### config.mk
export PLATFORM = sky130hd
export DESIGN_NAME = seg_stopwatch_ctrl_flat
export DESIGN_NICKNAME = d
export VERILOG_FILES = /design/src/rtl/seg_stopwatch_ctrl_if.sv /design/src/rtl/seg_stopwatch_ctrl.sv /design/src/flat_wrapper.sv
export SDC_FILE = /design/constraint.sdc
export NUM_CORES = 1
export LEC_CHECK = 0
export CORE_UTILIZATION = 48
export CTS_CLUSTER_DIAMETER = 120
export CTS_CLUSTER_SIZE = 28
export DETAILED_ROUTE_END_ITERATION = 7
export PLACE_DENSITY = 0.64
export SLEW_MARGIN = 40
export SYNTH_ARGS = -nofsm -noshare
export SYNTH_HDL_FRONTEND = slang
export SYNTH_SLANG_ARGS = --single-unit
### constraint.sdc
create_clock -name CLOCK_50 -period 4.5 [get_ports CLOCK_50]
set_input_delay 0.675 -clock CLOCK_50 [delete_from_list [all_inputs] [get_ports CLOCK_50]]
set_output_delay 0.675 -clock CLOCK_50 [all_outputs]
set_load 0.005 [all_outputs]
### src/rtl/seg_stopwatch_ctrl_if.sv
// rtl/seg_stopwatch_ctrl_if.sv - board-side buttons and display bundle for the stopwatch
interface seg_stopwatch_ctrl_if;
  logic [3:0] KEY;
  logic [6:0] HEX0;
  logic [6:0] HEX1;
  logic [6:0] HEX2;
  logic [6:0] HEX3;
  logic [1:0] STATE;

  modport master (output KEY, input HEX0, HEX1, HEX2, HEX3, STATE);
  modport slave  (input KEY, output HEX0, HEX1, HEX2, HEX3, STATE);
endinterface

### src/rtl/seg_stopwatch_ctrl.sv
// rtl/seg_stopwatch_ctrl.sv - 4-digit BCD stopwatch with debounced start/stop and lap/clear buttons
module seg_stopwatch_ctrl #(
  parameter int TICK_DIV     = 500_000,
  parameter int DEBOUNCE_CYC = 1_000_000
) (
  input logic            CLOCK_50,
  seg_stopwatch_ctrl_if.slave bus
);

  localparam int PW = (TICK_DIV > 2) ? $clog2(TICK_DIV) : 1;
  localparam int CW = $clog2(DEBOUNCE_CYC + 1);

  typedef enum logic [1:0] {IDLE = 2'd0, RUN = 2'd1, PAUSE = 2'd2, LAP = 2'd3} state_t;

  logic key_rst_n;
  logic key3_unused;
  logic [1:0] rst_sync;
  logic rst_n;

  assign key_rst_n   = bus.KEY[0];
  assign key3_unused = bus.KEY[3];

  // Assert asynchronously, release only after two clean edges.
  always_ff @(posedge CLOCK_50 or negedge key_rst_n) begin
    if (!key_rst_n) rst_sync <= 2'b00;
    else            rst_sync <= {rst_sync[0], 1'b1};
  end
  assign rst_n = rst_sync[1];

  // Index 0 is start/stop (KEY[1]), index 1 is lap/clear (KEY[2]).
  logic [1:0]         sync1, sync2, deb, deb_q;
  logic [1:0][CW-1:0] deb_cnt;
  logic               start_ev, lap_ev;

  always_ff @(posedge CLOCK_50 or negedge rst_n) begin
    if (!rst_n) begin
      sync1   <= 2'b11;
      sync2   <= 2'b11;
      deb     <= 2'b11;
      deb_q   <= 2'b11;
      deb_cnt <= '0;
    end else begin
      sync1 <= bus.KEY[2:1];
      sync2 <= sync1;
      deb_q <= deb;
      for (int i = 0; i < 2; i++) begin
        if (sync2[i] == deb[i]) begin
          deb_cnt[i] <= '0;
        end else if (deb_cnt[i] == CW'(DEBOUNCE_CYC - 1)) begin
          deb[i]     <= sync2[i];
          deb_cnt[i] <= '0;
        end else begin
          deb_cnt[i] <= deb_cnt[i] + CW'(1);
        end
      end
    end
  end

  assign start_ev = deb_q[0] & ~deb[0];
  assign lap_ev   = deb_q[1] & ~deb[1];

  state_t state, state_next;
  logic [PW-1:0]      presc;
  logic [3:0][3:0]    live, live_inc, lap_latch, disp;
  logic               active, tick, clear, enter_lap, carry;

  always_ff @(posedge CLOCK_50 or negedge rst_n) begin
    if (!rst_n) state <= IDLE;
    else        state <= state_next;
  end

  // Start has priority over lap when both fire together.
  always_comb begin
    state_next = state;
    if (start_ev) begin
      case (state)
        IDLE:    state_next = RUN;
        RUN:     state_next = PAUSE;
        PAUSE:   state_next = RUN;
        LAP:     state_next = PAUSE;
        default: state_next = IDLE;
      endcase
    end else if (lap_ev) begin
      case (state)
        RUN:     state_next = LAP;
        LAP:     state_next = RUN;
        PAUSE:   state_next = IDLE;
        default: state_next = state;
      endcase
    end
  end

  assign active    = (state == RUN) || (state == LAP);
  assign tick      = active && (presc == PW'(TICK_DIV - 1));
  assign clear     = (state == PAUSE) && (state_next == IDLE);
  assign enter_lap = (state_next == LAP) && (state != LAP);

  always_comb begin
    live_inc = live;
    carry    = 1'b1;
    for (int i = 0; i < 4; i++) begin
      if (carry) begin
        if (live[i] == 4'd9) begin
          live_inc[i] = 4'd0;
        end else begin
          live_inc[i] = live[i] + 4'd1;
          carry       = 1'b0;
        end
      end
    end
  end

  always_ff @(posedge CLOCK_50 or negedge rst_n) begin
    if (!rst_n) begin
      presc     <= '0;
      live      <= '0;
      lap_latch <= '0;
    end else begin
      if (clear || state == IDLE) begin
        presc <= '0;
        live  <= '0;
      end else if (active) begin
        presc <= tick ? '0 : presc + PW'(1);
        if (tick) live <= live_inc;
      end
      if (enter_lap) lap_latch <= live;
    end
  end

  assign disp = (state == LAP) ? lap_latch : live;

  function automatic logic [6:0] seg7(input logic [3:0] d);
    case (d)
      4'd0:    seg7 = 7'b1000000;
      4'd1:    seg7 = 7'b1111001;
      4'd2:    seg7 = 7'b0100100;
      4'd3:    seg7 = 7'b0110000;
      4'd4:    seg7 = 7'b0011001;
      4'd5:    seg7 = 7'b0010010;
      4'd6:    seg7 = 7'b0000010;
      4'd7:    seg7 = 7'b1111000;
      4'd8:    seg7 = 7'b0000000;
      4'd9:    seg7 = 7'b0010000;
      default: seg7 = 7'b1111111;
    endcase
  endfunction

  assign bus.HEX0  = seg7(disp[0]);
  assign bus.HEX1  = seg7(disp[1]);
  assign bus.HEX2  = seg7(disp[2]);
  assign bus.HEX3  = seg7(disp[3]);
  assign bus.STATE = state;

endmodule

### src/flat_wrapper.sv
// flat-port wrapper written by rule: the top's interface ports become plain ports
module seg_stopwatch_ctrl_flat 
#(
  parameter int TICK_DIV     = 500_000,
  parameter int DEBOUNCE_CYC = 1_000_000
)
  (CLOCK_50, bus_KEY, bus_HEX0, bus_HEX1, bus_HEX2, bus_HEX3, bus_STATE);
  seg_stopwatch_ctrl_if bus_i ();
  input logic CLOCK_50;
  input wire logic [$bits(bus_i.KEY)-1:0] bus_KEY;
  output wire logic [$bits(bus_i.HEX0)-1:0] bus_HEX0;
  output wire logic [$bits(bus_i.HEX1)-1:0] bus_HEX1;
  output wire logic [$bits(bus_i.HEX2)-1:0] bus_HEX2;
  output wire logic [$bits(bus_i.HEX3)-1:0] bus_HEX3;
  output wire logic [$bits(bus_i.STATE)-1:0] bus_STATE;
  assign bus_i.KEY = bus_KEY;
  assign bus_HEX0 = bus_i.HEX0;
  assign bus_HEX1 = bus_i.HEX1;
  assign bus_HEX2 = bus_i.HEX2;
  assign bus_HEX3 = bus_i.HEX3;
  assign bus_STATE = bus_i.STATE;
  seg_stopwatch_ctrl #(.TICK_DIV(TICK_DIV), .DEBOUNCE_CYC(DEBOUNCE_CYC)) u_core (.CLOCK_50(CLOCK_50), .bus(bus_i));
endmodule
==> results of run 1 <==
-- placed cells by master (no fill, tap or decap), types with 3 or more instances in the layout --
cell type / Yosys / routed
dfrtp_1: 95 / 94
a21oi_1: 62 / 62
nor2_1: 45 / 44
inv_1: 35 / 35
clkdlybuf4s50_1: 0 / 33
ha_1: 31 / 31
mux2_2: 30 / 30
or4_1: 28 / 28
o21ai_0: 27 / 27
nand3_1: 28 / 26
xnor2_1: 25 / 25
nand2_1: 22 / 22
o31ai_1: 22 / 21
nor3_1: 19 / 19
nand4_1: 15 / 15
or3_1: 14 / 14
mux2i_1: 16 / 13
and3_1: 12 / 12
nor4_1: 9 / 9
clkbuf_16: 0 / 9
a22oi_1: 8 / 8
dfstp_2: 8 / 8
xor2_1: 7 / 7
buf_4: 0 / 6
o22ai_1: 5 / 5
a31oi_1: 5 / 5
or4b_1: 4 / 4
a21o_1: 4 / 4
and3b_1: 4 / 4
o221ai_1: 3 / 3
nand3_2: 1 / 3
nor4b_1: 3 / 3
and2_1: 3 / 3
nand2b_1: 3 / 3
mux2i_2: 0 / 3
-- power groups by stage --
stage	combinational [mW]	sequential [mW]	clock, mW
2_1_floorplan	0.0128	0.969	0
3_3_place_gp	0.0241	0.969	0
3_5_place_dp	0.0322	0.965	0
4_1_cts	0.0324	0.947	0.733
5_1_grt	0.0370	0.948	0.765
6_report	0.0308	0.947	0.707
-- layer usage --
layer  track usage [%]  vias up  wire [um]
met5                 0        -          0
met1              25.0     2354       5580
met4              6.23        0        163
li1                  -     2388          -
met3              3.00       11        236
met2              36.0       51       6080
-- flip-flops by register name, summed over array words and instances (netlist names) --
register and cells:
u_core.sync2 2, u_core.live 16, u_core.deb_q 2, u_core.rst_sync 2
u_core.presc 19, u_core.lap_latch 16, u_core.deb_cnt 40, u_core.sync1 2
u_core.bus.STATE 2, u_core.deb 2
-- path summary, 6_finish.rpt --
kind	startpoint	end	slack, ns	cells after the start
max in group asynchronous	u_core.rst_sync[1]	u_core.deb[0]	3.35	1
worst max register to register	u_core.presc[9]	u_core.live[6]	2.13	4
worst min register to register	u_core.rst_sync[1]	u_core.deb_cnt[21]	0.33	0
worst min-delay path	u_core.rst_sync[1]	u_core.deb_cnt[21]	0.33	0
min in group CLOCK_50	u_core.rst_sync[0]	u_core.rst_sync[1]	0.35	0
worst max-delay path	u_core.bus.STATE[1]	bus_HEX2[3]	0.61	8
-- kinds of logic (layout without fill, tap and decap cells) --
logic type,Yosys count,count (layout),share of synthesized area (%)
AND/OR/NAND/NOR,222,222,20.7
AO/OA/AOI/OAI,139,139,13.5
flip-flops,103,103,42.3
buffers and inverters,68,91,4.40
multiplexers,46,46,8.14
XOR/XNOR,32,32,4.58
adder cells (fa/ha/maj),31,31,6.34
other,1,1,0.0613
-- worst max-delay path, delay by kind of cell, from the launching register on --
kind	cells	cell delay, ns
AO/OA/AOI/OAI	1	0.14
adder cells (fa/ha/maj)	1	0.26
multiplexers	2	0.93
flip-flops	1	0.53
buffers and inverters	3	0.88
AND/OR/NAND/NOR	1	0.11
-- metrics by stage --
step / area, um2 / total power, mW / setup slack [ns] / hold WS, ns
final: 6890 / 1.68 / 0.613 / 0.331
after global routing: 6890 / 1.75 / 0.271 / 0.366
after CTS: 6860 / 1.71 / 0.585 / 0.349
after detailed placement: 6600 / 0.997 / 0.957 / 0.342
after global placement: 6570 / 0.994 / 1.05 / 0.340
after floorplan: 6120 / 0.981 / 1.43 / 0.331
-- final cells by class --
type / instances / area [um2] / area share (%)
well taps: 168 / 210 / 3.05
multi-input cells: 471 / 3290 / 47.8
clock inverters: 5 / 33.8 / 0.490
inverters: 35 / 131 / 1.91
flip-flops and latches: 103 / 2590 / 37.6
repair buffers: 40 / 395 / 5.74
clock buffers: 11 / 233 / 3.38
==> results.md, run 1 <==
- Post-CTS Resized: 0
- Remaining global-route overflow: 0
- DRT iter0 DRCs: 127
- Setup TNS: 0 ns
- Inserted Diodes: 0
- PortBufs: 33
- RSZ-0062 raised after global routing: false
- Skew final: 0.00542 ns
- Critical path class: register to primary output
- H-tree levels: 3
- Data required, critical path: 3.83 ns
- Post-synth top area share: 38.9%
- Max Cap Viol: 0
- Endpoint class of the critical path: primary output
- Pwr dens: 245 nW/um2
- CP cell instances: nand2_1, buf_4, mux2i_1, ha_1, inv_1, mux2_2, a22oi_1, clkdlybuf4s50_1
- # DRC: 0
- Final Max Slew Viols: 0
- Synth warn: 0
- Core Area: 12200 um2
- CTS Buffer Depth: 2
- Num rows: 40
- First-pass GRT wire length: 21400 um
- Die area: 13200 um2
- HPWL Detailed: 8310 um
- Final Non-Filler Cells: 833
- CTS root buffer: clkbuf_16
- Pin count of the biggest net entering global routing: 41
- Clk sinks: 103
- Drt pass-1 iters: 4
- Worst-path fanout max: 20
- Post-Syn Area: 6120 um2
- Final Hold Viols: 0
- Final Util: 56.4%
- Syn_area_per_cell: 9.53 um2
- Internal Power: 1.32 mW
- Post-CTS setup buffer count: 0
- CTS buffer count: 9
- Synth Instances: 642
- Setup Viol. Count Final: 0
- Sequential power share: 56.2%
- Commonest cells in the netlist: dfrtp_1, a21oi_1, nor2_1
- Leading area contributor after synthesis: dfrtp_1
- Die Y: 115 um
- Final min period: 3.89 ns
- Wire per inst: 14.5 um
- Syn nets: 678
- Slew HR: 48.3%
- Period utilisation layout: 86.4%
- Crit path launch type: register
- Area growth from synthesis to layout: 12.6%
- Top FF cell, synth: dfrtp_1
- Achievable clock frequency: 0.257 GHz
- Crit path DAT: 3.21 ns
- Antenna Nets Post-Route: 0
- Sw Ratio: 21.6%
- Starting Density: 50.1%
- Sequential area share after synthesis: 42.3%
- Final GP Congestion: 0.797
- Clk_lat worst skew: 0.34 ns
- Clock share of power: 42.0%
- EDFF count, synth: 0
- Vias per cell: 5.77
- Switching power: 0.365 mW
- Number of antenna violations at the first check in global routing: 0
- Max IR drop VDD: 0.000161 V
- Worst hold path class: register to asynchronous set/reset pin
- Pleak: 2.81 nW
- Cell variety after synth: 47
- Vias in the first global route: 4670
- Outcome: completed
- Worst Tran Pin Value: 0.753 ns
- WL final: 12100 um
- IO Count: 35
- Ratio of cells with drive above 1 in the final layout: 11.0%
- Worst-path clk slew: 0.07 ns
- Count leader, synth: dfrtp_1
- Fin nets: 696
- CP max stage cell: mux2i_1
- CTS tree: built
- Hold buffer count at CTS: 0
- Yosys reg bits: 103
- Die Width: 115 um
- Combinational share of power: 1.8%
- Dpl cells: 817
- Total track usage: 20.1%
- Ys async rst share: 100%
- DR vias: 4804
- Area contributors post-synth: dfrtp_1, ha_1, mux2_2, a21oi_1, xnor2_1
- Fillers: 1111
- Slowest stage delay, CP: 0.66 ns
Note: power is estimated with default switching activity, not from simulation.
==> run 2, diff against run 1 <==
CTS_CLUSTER_DIAMETER = not set   (was 120)
RECOVER_POWER = 50   (was not set)
==> results.md, run 2 (synthesis results as in run 1) <==
- Die Width: 115 um (unchanged)
- Achievable clock frequency: 0.256 GHz (-0.37%)
- HP Start: u_core.rst_sync[0]
- Vias per cell: 5.77 (+0.10%)
- Reg-to-reg setup timing slack: 1.61 ns (-0.52 ns)
- Most common cell after layout, fill and taps aside: dfrtp_1
- CTS tree: built
- Core Area: 12200 um2 (unchanged)
- Remaining global-route overflow: 0 (unchanged)
- Final Hold Viols: 0 (unchanged)
- H-tree levels: 3 (unchanged)
- Area growth from synthesis to layout: 12.1%
- Number of antenna violations at the first check in global routing: 0 (unchanged)
- Worst Tran Pin Value: 1.62 ns (+0.868 ns)
- Antenna Nets Post-Route: 0 (unchanged)
- Final min period: 3.90 ns (+0.0143 ns)
- Drt pass-1 iters: 4 (unchanged)
- HPWL Detailed: 8310 um (unchanged)
- Data required, critical path: 3.83 ns (about the same)
- Worst hold path class: register to register
- Crit path launch type: register
- Clk_lat worst skew: 0.34 ns (about the same)
- IO Count: 35 (unchanged)
- CP Launch Point: u_core.bus.STATE[1]
- Largest regs: u_core.deb_cnt: 40 flops, u_core.presc: 19 flops
- Endpoint class of the critical path: primary output
- WL final: 12000 um (-0.38%)
- Worst-path fanout max: 20 (unchanged)
- Max IR drop VDD: 0.000161 V (-0.14%)
- Area after DPL: 6600 um2 (unchanged)
- Starting Density: 50.1% (unchanged)
- Worst-path clk slew: 0.07 ns (about the same)
- Most frequent cells in the layout: dfrtp_1, a21oi_1, nor2_1
- CTS root buffer: clkbuf_16
- Post-CTS setup buffer count: 0 (unchanged)
- Slew HR: -8.07% (-56 points)
- Die Y: 115 um (unchanged)
- Largest reg by FF count: u_core.deb_cnt
- Final GP Congestion: 0.797 (unchanged)
- CTS Buffer Depth: 2 (unchanged)
- DR vias: 4809 (+0.10%)
- Critical path class: register to primary output
- Pin count of the biggest net entering global routing: 41 (unchanged)
- Final Util: 56.1% (-0.27 points)
- Hold buffer count at CTS: 0 (unchanged)
- Pwr dens: 245 nW/um2 (+0.26%)
- Ratio of cells with drive above 1 in the final layout: 9.92% (-1.1 points)
- Period utilisation layout: 86.7% (+0.32 points)
- WHS: 0.352 ns (+0.0211 ns)
- Wire per inst: 14.4 um (-0.38%)
- Total track usage: 20.1% (unchanged)
- Fin nets: 696 (unchanged)
- Die area: 13200 um2 (unchanged)
- Clk sinks: 103 (unchanged)
- DRT iter0 DRCs: 137 (+7.9%)
- Max reg flops: 40 (unchanged)
- Vias in the first global route: 4670 (unchanged)
- R2R Path Start: u_core.rst_sync[1]
- Outcome: complete, but fails checks
- First-pass GRT wire length: 21400 um (unchanged)
- Power Total: 1.68 mW (-0.21%)
- # DRC: 0 (unchanged)
- Design area: 6860 um2 (-0.47%)
- Setup TNS: 0 ns (unchanged)
- Crit path DAT: 3.23 ns (+0.02 ns)
- RSZ-0062 raised after global routing: false
- CTS buffer count: 9 (unchanged)
- Reg2Reg Depth: 1 (-3)
- Final Max Slew Viols: 106 (+106)
- Post-CTS Resized: 0 (unchanged)
- Num rows: 40 (unchanged)
- Failing checks: capacitance limit, slew limit
- Pleak: 2.79 nW (-0.51%)
- Skew final: 0.00565 ns (+0.000231 ns)
- Setup Viol. Count Final: 0 (unchanged)
- PortBufs: 33 (unchanged)
- Max Cap Viol: 3 (+3)
- RR Endpoint: u_core.lap_latch[13]
- Inserted Diodes: 0 (unchanged)
- CP Capture Point: bus_HEX3[3]
==> run 2: metrics by stage <==
stage                     std cells  setup slack (ns)
final                           833             0.599
after global routing            833             0.271
after floorplan                 642              1.43
after detailed placement        817             0.957
after global placement          816              1.05
after CTS                       833             0.585
==> run 2: final cells by class <==
type                            count  area [um2]
Fill cell                        1118        5360
Multi-Input combinational cell    471        3290
Sequential cell                   103        2590
Timing Repair Buffer               40         372
Clock buffer                       11         233
Tap cell                          168         210
Inverter                           35         131
Clock inverter                      5        33.8
==> run 2: per-layer routing <==
layer / routed length [um] / GRT usage [%] / vias up / share of wire, %
li1: - / - / 2386 / -
met1: 5570 / 25.0 / 2360 / 46
met2: 6030 / 36.0 / 52 / 50
met3: 251 / 3.00 / 11 / 2.1
met4: 163 / 6.23 / 0 / 1.4
met5: 0 / 0 / - / 0
==> run 2: worst min path at each step <==
stage,cells after the start,slack [ns],endpoint
final,0,0.35,u_core.rst_sync[1]
after global routing,0,0.37,u_core.sync2[1]
after CTS,0,0.35,u_core.deb_cnt[33]
after detailed placement,0,0.34,u_core.deb_cnt[36]
after global placement,0,0.34,u_core.rst_sync[1]
after floorplan,0,0.33,u_core.rst_sync[1]
==> run 2: report_power, final <==
part / internal [mW] / switching [mW] / leakage (nW) / total [mW]
clock network: 0.375 / 0.332 / 0.126 / 0.707
logic: 0.00756 / 0.0204 / 1.27 / 0.0280
registers: 0.934 / 0.0120 / 1.40 / 0.946
total: 1.32 / 0.364 / 2.79 / 1.68
==> run 2: worst max-delay path: stages, from the launching register on <==
cell and delay [ns]:
dfrtp_1 0.53, nand2_1 0.11, buf_4 0.31, mux2i_1 0.69
ha_1 0.26, inv_1 0.04, mux2_2 0.27, a22oi_1 0.14
clkdlybuf4s50_1 0.53
